File: config.mk
export PLATFORM = sky130hd
export DESIGN_NAME = caesar_decipher_stream
export DESIGN_NICKNAME = d
export VERILOG_FILES = /design/src/rtl/caesar_decipher_stream.sv
export SDC_FILE = /design/constraint.sdc
export NUM_CORES = 1
export LEC_CHECK = 0
export CORE_MARGIN = 2
export CORE_UTILIZATION = 38
export DETAILED_ROUTE_END_ITERATION = 7
export GPL_TIMING_DRIVEN = 0
export PLACE_DENSITY_LB_ADDON = 0.15
export SKIP_CTS_REPAIR_TIMING = 1
export SYNTH_ARGS = -nofsm -noshare
export SYNTH_HDL_FRONTEND = slang
export SYNTH_SLANG_ARGS = --single-unit
export TNS_END_PERCENT = 5
File: constraint.sdc
create_clock -name clk -period 7.75 [get_ports clk]
set_clock_uncertainty 0.05 [all_clocks]
set_input_delay 2.325 -clock clk [delete_from_list [all_inputs] [get_ports clk]]
set_output_delay 2.325 -clock clk [all_outputs]
set_load 0.01 [all_outputs]
File: src/rtl/caesar_decipher_stream.sv
// Streaming Caesar decipher with output FIFO; CAESAR_DIGIT_ROT_EN also rotates '0'..'9' by k mod 10.
// Latency: byte accepted at edge N is presented after edge N (1 cycle minimum).
// Backpressure: in_ready registered, low when FIFO full, in NOKEY, or while a finished message drains.
module caesar_decipher_stream #(
  parameter int DEPTH = 4,
  parameter int CNTW  = 16
) (
  input  logic            clk,
  input  logic            rst,
  input  logic            key_load,
  input  logic [4:0]      key_in,
  output logic            key_err,
  input  logic            in_valid,
  output logic            in_ready,
  input  logic [7:0]      in_ct,
  input  logic            in_last,
  output logic            out_valid,
  input  logic            out_ready,
  output logic [7:0]      out_pt,
  output logic            out_last,
  output logic [CNTW-1:0] msg_count,
  output logic            key_set
);

  localparam int AW = (DEPTH > 1) ? $clog2(DEPTH) : 1;
  localparam logic [AW:0]     FULL_CNT = (AW+1)'(DEPTH);
  localparam logic [AW:0]     PTR_ONE  = (AW+1)'(1);
  localparam logic [CNTW-1:0] CNT_ONE  = CNTW'(1);

  typedef enum logic [1:0] {S_NOKEY, S_RUN, S_DRAIN} state_t;

  state_t          r_state;
  logic [8:0]      r_mem [DEPTH];
  logic [AW:0]     r_wptr;
  logic [AW:0]     r_rptr;
  logic [4:0]      r_key;
  logic            r_key_set;
  logic            r_key_err;
  logic            r_in_rdy;
  logic [7:0]      r_hold_pt;
  logic            r_hold_last;
  logic [CNTW-1:0] r_msg_cnt;

  state_t          w_state_nxt;
  logic [AW:0]     w_cnt;
  logic [AW:0]     w_cnt_nxt;
  logic            w_empty;
  logic            w_push;
  logic            w_pop;
  logic [8:0]      w_head;
  logic            w_key_acc;
  logic            w_key_rej;
  logic [4:0]      w_key_red;
  logic [7:0]      w_pt;

  function automatic logic [7:0] decipher(input logic [7:0] c, input logic [4:0] k);
    logic [5:0] d;
    logic [3:0] km;
    d  = '0;
    km = '0;
    decipher = c;
    if (c >= 8'h41 && c <= 8'h5A) begin
      d = 6'(c - 8'h41) + 6'd26 - {1'b0, k};
      if (d >= 6'd26) d = d - 6'd26;
      decipher = 8'h41 + {2'b00, d};
    end else if (c >= 8'h61 && c <= 8'h7A) begin
      d = 6'(c - 8'h61) + 6'd26 - {1'b0, k};
      if (d >= 6'd26) d = d - 6'd26;
      decipher = 8'h61 + {2'b00, d};
    end
`ifdef CAESAR_DIGIT_ROT_EN
    else if (c >= 8'h30 && c <= 8'h39) begin
      // k is already 0..25, so two conditional subtracts give k mod 10
      if (k >= 5'd20)      km = 4'(k - 5'd20);
      else if (k >= 5'd10) km = 4'(k - 5'd10);
      else                 km = k[3:0];
      d = 6'(c - 8'h30) + 6'd10 - {2'b00, km};
      if (d >= 6'd10) d = d - 6'd10;
      decipher = 8'h30 + {2'b00, d};
    end
`endif
  endfunction

  assign w_cnt     = r_wptr - r_rptr;
  assign w_empty   = (w_cnt == '0);
  assign w_head    = r_mem[r_rptr[AW-1:0]];
  assign w_push    = in_valid & r_in_rdy;
  assign w_pop     = ~w_empty & out_ready;
  assign w_cnt_nxt = w_cnt + (w_push ? PTR_ONE : '0) - (w_pop ? PTR_ONE : '0);
  assign w_key_red = (key_in >= 5'd26) ? key_in - 5'd26 : key_in;
  assign w_pt      = decipher(in_ct, r_key);

  always_comb begin
    w_state_nxt = r_state;
    w_key_acc   = 1'b0;
    w_key_rej   = 1'b0;
    case (r_state)
      S_NOKEY: begin
        if (key_load) begin
          w_key_acc   = 1'b1;
          w_state_nxt = S_RUN;
        end
      end
      S_RUN: begin
        if (key_load) begin
          if (w_empty && !w_push) w_key_acc = 1'b1;
          else                    w_key_rej = 1'b1;
        end
        if (w_push && in_last) w_state_nxt = S_DRAIN;
      end
      S_DRAIN: begin
        w_key_rej = key_load;
        if (w_pop && w_cnt == PTR_ONE) w_state_nxt = S_RUN;
      end
      default: w_state_nxt = S_NOKEY;
    endcase
  end

  always_ff @(posedge clk) begin
    if (w_push) r_mem[r_wptr[AW-1:0]] <= {in_last, w_pt};
  end

  always_ff @(posedge clk or posedge rst) begin
    if (rst) begin
      r_state     <= S_NOKEY;
      r_wptr      <= '0;
      r_rptr      <= '0;
      r_key       <= '0;
      r_key_set   <= 1'b0;
      r_key_err   <= 1'b0;
      r_in_rdy    <= 1'b0;
      r_hold_pt   <= '0;
      r_hold_last <= 1'b0;
      r_msg_cnt   <= '0;
    end else begin
      r_state   <= w_state_nxt;
      r_key_err <= w_key_rej;
      // full check uses next occupancy so a same-cycle pop never frees a slot early
      r_in_rdy  <= (w_state_nxt == S_RUN) && (w_cnt_nxt != FULL_CNT);
      if (w_push) r_wptr <= r_wptr + PTR_ONE;
      if (w_pop) begin
        r_rptr      <= r_rptr + PTR_ONE;
        r_hold_pt   <= w_head[7:0];
        r_hold_last <= w_head[8];
        if (w_head[8]) r_msg_cnt <= r_msg_cnt + CNT_ONE;
      end
      if (w_key_acc) begin
        r_key     <= w_key_red;
        r_key_set <= 1'b1;
      end
    end
  end

  assign in_ready  = r_in_rdy;
  assign out_valid = ~w_empty;
  assign out_pt    = w_empty ? r_hold_pt : w_head[7:0];
  assign out_last  = w_empty ? r_hold_last : w_head[8];
  assign key_err   = r_key_err;
  assign key_set   = r_key_set;
  assign msg_count = r_msg_cnt;

endmodule

==> impl_metrics.tcl <==
set metrics [dict create \
    outcome "finished clean" \
    grt_first_pass_wirelength_mm 16.2 \
    finalInstanceArea_um2 5460 \
    route.antenna.remaining_nets 0 \
    cp.required_ns 7.71 \
    antenna_found_initial 0 \
    ys.flop_type "dfrtp_1" \
    critPathMaxFanout 9 \
    critPathKind "in -> reg" \
    synth_common_cells "41 x dfrtp_1, 37 x inv_1, 36 x edfxtp_1" \
    ios 48 \
    route.detailed.wl_per_inst_um 15.6 \
    timing.slew.headroom_pct 48.8 \
    period_needed_ns 6.46 \
    vias_per_cell 5.26 \
    crit_path_frequent_cell "ha_1" \
    worst-r2r-setup-slack_ns 3.47 \
    n_antenna_cell 0 \
    drtPass1Iterations 4 \
    leakage_nw 2.25 \
    path_clk_slew_ns 0.06 \
    syn_nets 456 \
    drc 0 \
    grt_use_met3_pct 3.32 \
    cts_tree "yes" \
    rsz0062_at_grt "no" \
    initial_utilization_pct 39.2 \
    dp_hpwl_mm 7.20 \
    syn_inst 408 \
    syn_area_um2 4490 \
    gr-total-overflow 0 \
    hold_start "msg_count[15]$_DFFE_PP0P_" \
    cts_buffer_depth 2 \
    rr_startpoint "r_key[1]$_DFFE_PP0P_" \
    row_count 39 \
    path_buf_inv 4 \
    crit_arrival_ns 6.42 \
    slowest_stage "fa_1" \
    cap_viol_max_count 0 \
    synth_seq_cells 77 \
    whs_path_depth 1 \
    grt_util_all_layers_pct 15.9 \
    grt_pass1_vias 3243 \
    final_cells 614 \
    synth_edf_count 36 \
    area_growth_pct 21.4 \
    dieHeight_um 113 \
    worstSkewPairLatency_ns 0.33 \
    post-place-ws_ns 0.997 \
    portBuffers 46 \
    die_area_um2 12700 \
    endpoint_kind "register" \
    yosysSeqAreaShare_pct 46.9 \
    place_area_um2 5150 \
    setup_slack_ns 1.29 \
    hp-class "reg -> reg" \
    synth.avg_cell_area_um2 11.0 \
    grt_max_degree 29 \
    timing.final.crit_share_pct 83.4 \
    die_x_um 113 \
    hold_violations 0 \
    ir_drop_mv 0.326 \
    drt_iter0_markers 177 \
    busiest_layer "met2" \
    reg2reg_to "r_mem[2][4]$_DFFE_PP_" \
    cts-buffers-inserted 9 \
    finalNetCount 514 \
    yosys.area.top_type_share_pct 24.1 \
    async_flop_share_pct 53.2 \
    worstSetupStartpointType "input pin" \
    power_mw 2.68 \
    drive_gt1_share_pct 14.4 \
    gr-usage-met1_pct 21.6 \
    use_met2_pct 25.6 \
    fmax_ghz 0.155 \
    holdWs_ns 0.417 \
    place_inst 598 \
    cts_root_buf "clkbuf_16" \
    vias 3227 \
    synth_cell_types 56 \
    hold-path-endpoint "msg_count[15]$_DFFE_PP0P_" \
    setup_violations 0 \
    yosysWarnings 0 \
    finalMaxSlewViolations 0 \
    clock_sinks 77 \
    synthTopCellsByArea "edfxtp_1 24%, dfrtp_1 23%, ha_1 7.2%" \
    cpPeakStageDelay_ns 0.63 \
    htree_levels 3 \
    gp_congestion 0.937 \
    synth_most_common_cell "dfrtp_1" \
    worst_pin_slew_ns 0.749 \
    core_area_um2 11500 \
    cp_cell_sequence "clkdlybuf4s50_1 > inv_1 > ha_1 > inv_1 > ha_1 > fa_1 > or2_2 > buf_1 > nand2_2 > nor3_4 > nor2_2 > xnor2_1 > ha_1 > nor2b_1 > o21ai_0 > o32ai_1 > xnor2_1 > o221ai_1" \
    reg2reg_depth 16 \
    tns_ns 0 \
    crit_family "adder cells" \
    final_core_util_pct 47.6 \
    synth_top_area_cell "edfxtp_1" \
    powerDensity_nw_per_um2 490 \
    routed_wl_mm 9.56 \
]
registers in the layout, indices dropped and copies added, names as in the netlist:
register / flops
in_ready: 1
key_err: 1
key_set: 1
msg_count: 16
r_hold_last: 1
r_hold_pt: 8
r_key: 5
r_mem: 36
r_rptr: 3
r_state: 2
r_wptr: 3
worst register-to-register path, stage by stage, from the launching register on:
cell and delay, ns:
dfrtp_1 0.39, ha_1 0.28, inv_1 0.04, ha_1 0.25
fa_1 0.63, or2_2 0.15, buf_1 0.25, nand2_2 0.14
nor3_4 0.36, nor2_2 0.14, xnor2_1 0.18, ha_1 0.25
nor2b_1 0.17, o21ai_0 0.10, o32ai_1 0.17, xnor2_1 0.18
o221ai_1 0.22
kinds of logic (layout without fill, tap and decap cells):
kind of cell	after synthesis	count (layout)	share of synthesized area (%)
compound gates	65	65	9.19
xor+xnor	33	33	6.90
fa+ha+maj	29	29	8.57
buf+inv	52	115	4.59
flops	77	77	46.9
mux	32	32	10.3
simple gates	120	120	13.6
area by class of cell:
type / instances / area [um2]
fill: 1055 / 6010
inverter: 37 / 139
tap: 143 / 179
multi-input combinational: 279 / 2180
buffer: 15 / 67.6
clock buffer: 11 / 264
sequential: 77 / 2110
clock inverter: 5 / 40.0
timing repair buffer: 47 / 480
power by group:
| group | internal, mW | total [mW] | switching, mW |
|---|---|---|---|
| combinational | 0.742 | 1.65 | 0.911 |
| clock | 0.248 | 0.416 | 0.168 |
| sequential | 0.545 | 0.608 | 0.0635 |
layer usage:
metal / vias to the layer above / share of wire, %
met4: 0 / 1.6
li1: 1583 / -
met3: 14 / 3.8
met5: - / 0
met2: 80 / 47
met1: 1550 / 48
layout by cell type, fill, tap and decap left out, types with 10 or more instances in the layout:
cell type	n
a21oi_1	23
clkbuf_16	10
clkdlybuf4s50_1	46
dfrtp_1	41
edfxtp_1	36
ha_1	26
inv_1	36
mux2_2	19
nand2_1	24
nand3_1	15
nor2_1	28
nor3_1	15
o21ai_0	16
xnor2_1	21
xor2_1	10
worst max path at each step:
stage	start	end	slack [ns]	cells past startpoint
after floorplan	in_ct[1]	r_mem[0][4]$_DFFE_PP_	2.14	17
after global placement	in_ct[1]	r_mem[0][4]$_DFFE_PP_	0.98	17
after detailed placement	in_ct[1]	r_mem[3][4]$_DFFE_PP_	1.0	17
after CTS	in_ct[1]	r_mem[2][4]$_DFFE_PP_	1.32	17
after global routing	in_ct[1]	r_mem[2][4]$_DFFE_PP_	0.89	17
final	in_ct[1]	r_mem[2][4]$_DFFE_PP_	1.29	18
Note: power is estimated with default switching activity, not from simulation.
